==> src/rtl/regfile_param.sv <==
// regfile_param: parameterised register file for the decode/writeback stages.
//   - Two write ports (A = ALU writeback, B = load writeback); B wins on a
//     same-index collision.
//   - Two combinational read ports with optional same-cycle write bypass.
//   - Optional hardwired zero register (index 0).
//   - Soft-clear sequencer: sweeps every register to zero, one per cycle,
//     so the pipeline can flush architectural state without a reset.
// Ports:
//   clk, rst (async, active low)
//   RegWrite/Rd/Write_data      write port A
//   RegWrite2/Rd2/Write_data2   write port B (priority)
//   Rs1/Rs2 -> read_data1/read_data2 (combinational)
//   clear_req -> clear_busy (NREGS cycles), clear_done (1-cycle pulse)
module regfile_param #(
  parameter int XLEN     = 32,
  parameter int NREGS    = 32,
  parameter int AW       = $clog2(NREGS),
  parameter int ZERO_REG = 1,
  parameter int BYPASS   = 1
) (
  input  logic            clk,
  input  logic            rst,
  input  logic            RegWrite,
  input  logic [AW-1:0]   Rd,
  input  logic [XLEN-1:0] Write_data,
  input  logic            RegWrite2,
  input  logic [AW-1:0]   Rd2,
  input  logic [XLEN-1:0] Write_data2,
  input  logic [AW-1:0]   Rs1,
  input  logic [AW-1:0]   Rs2,
  output logic [XLEN-1:0] read_data1,
  output logic [XLEN-1:0] read_data2,
  input  logic            clear_req,
  output logic            clear_busy,
  output logic            clear_done
);

  typedef enum logic [1:0] {S_IDLE, S_CLEAR, S_DONE} state_t;

  state_t                      r_state;
  logic [AW-1:0]               r_ptr;
  logic                        r_busy;
  logic                        r_done;
  logic [NREGS-1:0][XLEN-1:0]  r_regs;

  logic                        w_we_a;
  logic                        w_we_b;
  logic [1:0][AW-1:0]          w_rs;
  logic [1:0][XLEN-1:0]        w_rd;

  // A write is effective only outside the sweep, outside reset, and never
  // to the hardwired zero register.
  assign w_we_a = rst && RegWrite  && (r_state != S_CLEAR) &&
                  !((ZERO_REG != 0) && (Rd  == '0));
  assign w_we_b = rst && RegWrite2 && (r_state != S_CLEAR) &&
                  !((ZERO_REG != 0) && (Rd2 == '0));

  // Clear sequencer; busy/done are registered alongside the state so they
  // cannot glitch on input changes.
  always_ff @(posedge clk or negedge rst) begin
    if (!rst) begin
      r_state <= S_IDLE;
      r_ptr   <= '0;
      r_busy  <= 1'b0;
      r_done  <= 1'b0;
    end else begin
      case (r_state)
        S_IDLE: begin
          if (clear_req) begin
            r_state <= S_CLEAR;
            r_ptr   <= '0;
            r_busy  <= 1'b1;
          end
        end
        S_CLEAR: begin
          r_ptr <= r_ptr + 1'b1;
          if (r_ptr == AW'(NREGS - 1)) begin
            r_state <= S_DONE;
            r_busy  <= 1'b0;
            r_done  <= 1'b1;
          end
        end
        S_DONE: begin
          r_state <= S_IDLE;
          r_done  <= 1'b0;
        end
        default: begin
          r_state <= S_IDLE;
          r_busy  <= 1'b0;
          r_done  <= 1'b0;
        end
      endcase
    end
  end

  // Storage. Port B is assigned last so it wins a same-index collision.
  always_ff @(posedge clk or negedge rst) begin
    if (!rst) begin
      r_regs <= '0;
    end else if (r_state == S_CLEAR) begin
      r_regs[r_ptr] <= '0;
    end else begin
      if (w_we_a) r_regs[Rd]  <= Write_data;
      if (w_we_b) r_regs[Rd2] <= Write_data2;
    end
  end

  // Read ports. Bypass is IDLE-only; during the sweep reads see the
  // partially cleared array.
  assign w_rs = {Rs2, Rs1};

  always_comb begin
    w_rd = '0;
    for (int p = 0; p < 2; p++) begin
      w_rd[p] = r_regs[w_rs[p]];
      if ((BYPASS != 0) && (r_state == S_IDLE)) begin
        if (w_we_b && (Rd2 == w_rs[p]))     w_rd[p] = Write_data2;
        else if (w_we_a && (Rd == w_rs[p])) w_rd[p] = Write_data;
      end
      if ((ZERO_REG != 0) && (w_rs[p] == '0)) w_rd[p] = '0;
    end
  end

  assign read_data1 = w_rd[0];
  assign read_data2 = w_rd[1];
  assign clear_busy = r_busy;
  assign clear_done = r_done;

endmodule

==> config.mk <==
export PLATFORM = sky130hd
export DESIGN_NAME = regfile_param
export DESIGN_NICKNAME = d
export VERILOG_FILES = /design/src/rtl/regfile_param.sv
export SDC_FILE = /design/constraint.sdc
export NUM_CORES = 2
export LEC_CHECK = 0
export CORE_ASPECT_RATIO = 1.25
export CORE_MARGIN = 2
export CORE_UTILIZATION = 35
export DETAILED_ROUTE_END_ITERATION = 12
export DONT_BUFFER_PORTS = 1
export HOLD_SLACK_MARGIN = 0.15
export SYNTH_ARGS = -nofsm -noshare
export SYNTH_HDL_FRONTEND = slang
export SYNTH_SLANG_ARGS = --single-unit
==> constraint.sdc <==
create_clock -name clk -period 3.8 [get_ports clk]
set_clock_uncertainty 0.1 [all_clocks]
set_input_delay 0.76 -clock clk [delete_from_list [all_inputs] [get_ports clk]]
set_output_delay 0.76 -clock clk [all_outputs]
set_load 0.02 [all_outputs]
-- Yosys cells after proc, flatten, opt, wreduce, memory -nomap -nowiden
Cells that the tools add are included.
- bits in registers: 1033
- output and inout bits: 66
- input port bits: 89
- word-level logic and storage cells: 118
- reductions and logical operators: 25
- $add $sub $neg: 1
- muxes and demuxes: 34
- eq/ne operators: 10
- order comparisons: 8
- bitwise operators: 4
- operators by type and width (operator ; count):
    $mux W1024 ; 4
    $bwmux W1024 ; 2
    $and A1024 B1024 Y1024 ; 1
    $not A1024 Y1024 ; 1
    $demux W32 S5 ; 3
    $mux W32 ; 13
    $bmux W32 S5 ; 2
    $lt A5 B6 Y1 const B ; 5
    $eq A5 B5 Y1 ; 4
    $logic_not A5 Y1 ; 4
    $ge A5 B1 Y1 const B ; 3
    $logic_and A1 B1 Y1 ; 13
    $pmux W5 S2 ; 1
    $reduce_and A2 Y1 ; 3
    $add A5 B1 Y5 const B ; 1
    $eq A5 B5 Y1 const B ; 1
    $mux W5 ; 1
    $mux W2 ; 2
    $ne A2 B2 Y1 const B ; 2
    $pmux W2 S2 ; 1
    $mux W1 ; 3
    $pmux W1 S3 ; 1
    $reduce_and A3 Y1 ; 1
    $eq A2 B1 Y1 const B ; 1
    7 further kinds ; 9

-- Logic depth before layout (Yosys ltp)
- word-level depth: 10
- mapped depth: 11
- depth with buffers taken out: 8

-- Worst setup path before layout
No wires, ideal clock.
- kind: input port to output port
- start: input port Rd[2]
- end: output port read_data2[10]
- required time: 2.940 ns
- arrival: 2.621 ns
- slack: 0.319 ns
- buffers on the path: 3
- stages: 9
- cells stage by stage: buf_2 > or3_1 > clkbuf_1 > o211a_1 > and4_1 > o21ai_0 > nand2_1 > clkbuf_1 > o22ai_1
- longest elaborated chain between the ends: 8
- elaborated cells between the ends (all ways): 9
- classes of those cells: eq/ne (1); mux (4); reduce/logical (4)
- ends and longest elaborated chain (item ; line ; text):
    start: declaration ; 24 ; input logic [AW-1:0] Rd,
    $logic_not A5 Y1 ; 54 ; !((ZERO_REG != 0) && (Rd == '0));
    $logic_not A1 Y1 ; 54 ;
    $logic_and A1 B1 Y1 ; 53 ; assign w_we_a = rst && RegWrite && (r_state != S_CLEAR) &&
    $logic_and A1 B1 Y1 (*) ; 118 ; else if (w_we_a && (Rd == w_rs[p])) w_rd[p] = Write_data;
    $mux W32 (*) ; 118 ;
    $mux W32 (*) ; 117 ; if (w_we_b && (Rd2 == w_rs[p])) w_rd[p] = Write_data2;
    $mux W32 (*) ; 116 ; if ((BYPASS != 0) && (r_state == S_IDLE)) begin
    $mux W32 (*) ; 120 ; if ((ZERO_REG != 0) && (w_rs[p] == '0)) w_rd[p] = '0;
    end: declaration ; 32 ; output logic [XLEN-1:0] read_data2,
Every way passes the cells marked *; elsewhere a longest branch is shown, timed or not.

-- Final worst setup path
- start: input port Rs2[0]
- end: output port read_data2[6]
- longest elaborated chain between the ends: 6
- elaborated cells between the ends (all ways): 11
- classes of those cells: eq/ne (2); mux (6); reduce/logical (3)
- ends and longest elaborated chain (item ; line ; text):
    start: declaration ; 30 ; input logic [AW-1:0] Rs2,
    $bmux W32 S5 or $eq A5 B5 Y1 (tied branches) ; 115, 118 ;
    $mux W32 (implied by the code) or $logic_and A1 B1 Y1 (tied branches) ; 115, 118 ;
    $mux W32 ; 118 ;
    $mux W32 ; 117 ;
    $mux W32 ; 116 ;
    $mux W32 (*) ; 120 ;
Every way passes the cells marked *; elsewhere a longest branch is shown, timed or not. The select of a mux whose other input is x is not followed.

==> summary.txt <==
Hold path
  • Worst min path class: in -> async

Layout
  • Register area: 25,900 sq um
  • Layout cells sized above 1: 0.167
  • Post-route cell area: 80,600 sq um
  • Synth-to-layout area growth: 13.1%
  • Multi-input gate area: 42,700 sq um
  • Fill cells: 19.9k
  • Nets: 7,731

Floorplanning
  • Die Footprint: 207,000 sq um
  • Initial Util: 0.351
  • Std-Cell Rows: 185
  • Number of I/O pins: 155
  • Die extent in y: 508 microns
  • Die X: 407 microns
  • Core Region: 203,000 sq um

Setup path
  • CP peak stage delay: 0.76 ns
  • Cell Chain, Critical Path: mux4_2 > o22ai_1 > or4_4 > o22ai_1 > buf_4
  • Reg-to-Reg Start: r_state[0]$_DFFE_PN0P_
  • Most used cell, CP: o22ai_1
  • R2r worst-path depth: 10
  • Worst setup EP type: output pin
  • Crit-path slowest cell: mux4_2
  • Flop-to-flop setup slack: 0.13 ns
  • Max FO, Critical Path: 259
  • RR Endpoint: r_regs[629]$_DFF_PN0_
  • CP required: 2.94 ns
  • Critical path type: in -> out
  • Arr. time, crit path: 3.20 ns
  • Startpoint Class: primary input

Clocking
  • Clock buffer depth: 3
  • Clock Pin Slew Worst Setup and Hold Paths: 0.06 ns
  • CTS Sinks: 1,033
  • TritonCTS Buffers: 108
  • Root Driver: clkbuf_16
  • # H-tree levels: 3
  • CTS tree: done
  • Clock latency on the worst-skew pair: 0.75 ns

Job
  • Max Cap Violations: 0

Global routing
  • Initial antenna violation count: 28
  • Number of global-route vias before repair: 69.0k
  • Largest net degree at the start of global routing: 261
  • First-pass GRT wire length: 478,000 microns
  • Overflow after GRT: 0
  • GRT Util Overall: 0.307

Route
  • DRC: 0
  • Post-route ant nets: 0
  • Vias per cell: 7.01
  • Iteration-0 DRC Markers: 11.5k
  • Number of iterations in the first detailed-routing pass: 6
  • Via count: 73.1k
  • Wire per inst: 31.9 microns
  • Post-Route WL: 333,000 microns

Timing
  • Slew headroom: 0.178
  • F_max: 246 MHz
  • Final Hold Viols: 0
  • Slew Viols, Final: 0
  • RSZ-0062 raised after global routing: yes
  • TNS Setup: -5.69 ns
  • Post-route setup slack: -0.262 ns
  • Worst slew pin tran: 1.23 ns
  • Final setup viols: 54
  • Crit share post-route: 1.07
  • Min cycle time layout: 4.06 ns

Status
  • Failing checks: setup timing
  • Status: finished with violations

Place
  • Gp weighted congestion: 0.971
  • Post-detail-place hpwl: 191,000 microns
  • Placed inst area: 74,400 sq um
  • Port bufs: 0

Yosys
  • Yosys warnings: 0
  • Avg Inst Size Synth: 8.79 sq um
  • Seq cells post-synth: 1,033
  • Syn nets: 8,197
  • Number of library cell types mapped by synthesis: 58
  • Post-synth EDFFs: 0
  • Synth Instances: 8,103
  • Sequential cell area fraction in the yosys report: 0.363
  • Ys flop type: dfrtp_1
  • Fraction of registers with async set/reset: 1.00
  • Synthesized cell area: 71,200 sq um

Power and ir drop
  • Lkg Pwr: 30.6 nW
  • PD cells: 392 nW/um^2
  • Peak supply drop: 0.479 mV
how the worst max path moves through the flow:
stage	startpoint	to	slack, ns	cells after the start
after floorplan	Rd[2]	read_data2[10]	0.32	9
after global placement	Rs1[0]	read_data1[18]	-0.40	7
after detailed placement	Rs1[0]	read_data1[18]	-0.37	7
after CTS	r_state[0]$_DFFE_PN0P_	read_data1[23]	-0.14	10
after global routing	r_state[0]$_DFFE_PN0P_	read_data1[24]	-0.15	11
final	Rs2[0]	read_data2[6]	-0.26	5
sequential cells by signal, summed over array words and instances, names as in the netlist:
signal and count:
r_ptr 5, clear_done 1, r_regs 1024, clear_busy 1
r_state 2
cell usage after synthesis (6+ instances only):
cell type / count / area (sq um)
o21ai_0: 2033 / 10200
dfrtp_1: 1033 / 25800
clkbuf_1: 826 / 3100
a21oi_1: 749 / 3750
nand2_1: 732 / 2750
nor2_1: 535 / 2010
mux4_2: 512 / 11500
o22ai_1: 290 / 1810
a22o_1: 230 / 2010
mux2i_1: 162 / 1620
a31oi_1: 160 / 1000
buf_2: 151 / 756
a21o_1: 129 / 968
o21ai_1: 109 / 546
o2bb2ai_1: 96 / 841
nor2b_1: 41 / 257
nor4_1: 33 / 206
a22oi_1: 32 / 240
or4_1: 32 / 240
buf_1: 28 / 105
buf_4: 23 / 173
nand4_1: 17 / 106
nand3_1: 16 / 80.1
nor2_2: 13 / 81.3
xnor2_1: 13 / 114
nand3b_1: 9 / 67.6
inv_1: 8 / 30.0
nand2b_1: 8 / 50.1
or3_1: 8 / 50.1
xor2_1: 7 / 61.3
or3b_2: 6 / 52.6
worst max-delay path, delay by kind of cell:
family | cells | cell delay [ns]
multiplexers | 1 | 0.76
AO/OA/AOI/OAI | 2 | 0.74
AND/OR/NAND/NOR | 1 | 0.34
buffers and inverters | 1 | 0.19
cells in the final DEF, fill, tap and decap left out, types with 7 or more instances in the layout:
cell type and instances:
o21ai_0 2024, dfrtp_1 1031, a21oi_1 732, nand2_1 726
mux4_2 512, nor2_1 498, o22ai_1 255, buf_4 232
a22o_1 198, mux2i_1 162, a31oi_1 160, a21o_1 129
clkbuf_16 114, o21ai_1 108, o2bb2ai_1 96, dlygate4sd3_1 96
buf_12 93, nor2_4 52, nor2b_1 39, a22o_4 30
o22ai_2 29, nor4_1 28, a22oi_2 26, buf_6 24
clkinv_2 23, clkbuf_8 22, or4_4 21, a21oi_4 17
nand4_1 17, clkbuf_1 16, xnor2_1 12, nand3_1 11
or4_1 11, diode_2 10, nand3b_1 9, bufinv_16 9
inv_1 8, nand2b_1 7, xor2_1 7
through the flow:
step | setup WS, ns | hold WS, ns | utilization | power [W] | cells
final | -0.262 | 0.148 | 0.397 | 0.0315 | 10436
after global routing | -0.145 | 0.170 | 0.397 | 0.0323 | 10427
after CTS | -0.136 | 0.151 | 0.394 | 0.0310 | 10423
after detailed placement | -0.370 | 0.381 | 0.367 | 0.0194 | 10104
after global placement | -0.405 | 0.370 | 0.367 | 0.0192 | 10104
after floorplan | 0.319 | 0.359 | - | 0.0169 | 8103
per-layer routing:
layer  up-vias  GRT usage  part of all wire
met5         -    0.00184           0.00079
met4        34      0.173             0.063
met3      1401      0.119              0.15
met2      5856      0.461              0.44
met1     36583      0.377              0.35
li1      29269          -                 -
cells by family after synthesis:
kind of cell / after synthesis / synth area share
compound gates: 3840 / 0.301
simple gates: 1491 / 0.0887
buf+inv: 1039 / 0.0589
flops: 1033 / 0.363
mux: 675 / 0.185
xor+xnor: 20 / 0.00246
fa+ha+maj: 5 / 0.000878
timing repair:
action,in CTS,in global routing
pin swaps,25,25
hold buffers,102,0
endpoints found under the hold margin,610,0
gates cloned,5,3
setup buffers,25,5
endpoints found under the setup margin,64,88
gates resized for setup,81,123
where the power goes:
part / switching, W / total [W] / internal (W)
registers: 0.000484 / 0.0119 / 0.0114
logic: 0.00569 / 0.00821 / 0.00252
clock network: 0.00508 / 0.0114 / 0.00634
total: 0.0113 / 0.0315 / 0.0203
final cells by class:
class	instances	share of cell area
Antenna cell	10	0.000311
Clock buffer	149	0.0390
Clock inverter	39	0.00547
Inverter	8	0.000373
Multi-Input combinational cell	6033	0.530
Sequential cell	1033	0.321
Tap cell	2711	0.0421
Timing Repair Buffer	453	0.0622
No activity file was read; power rests on OpenSTA's default activity.
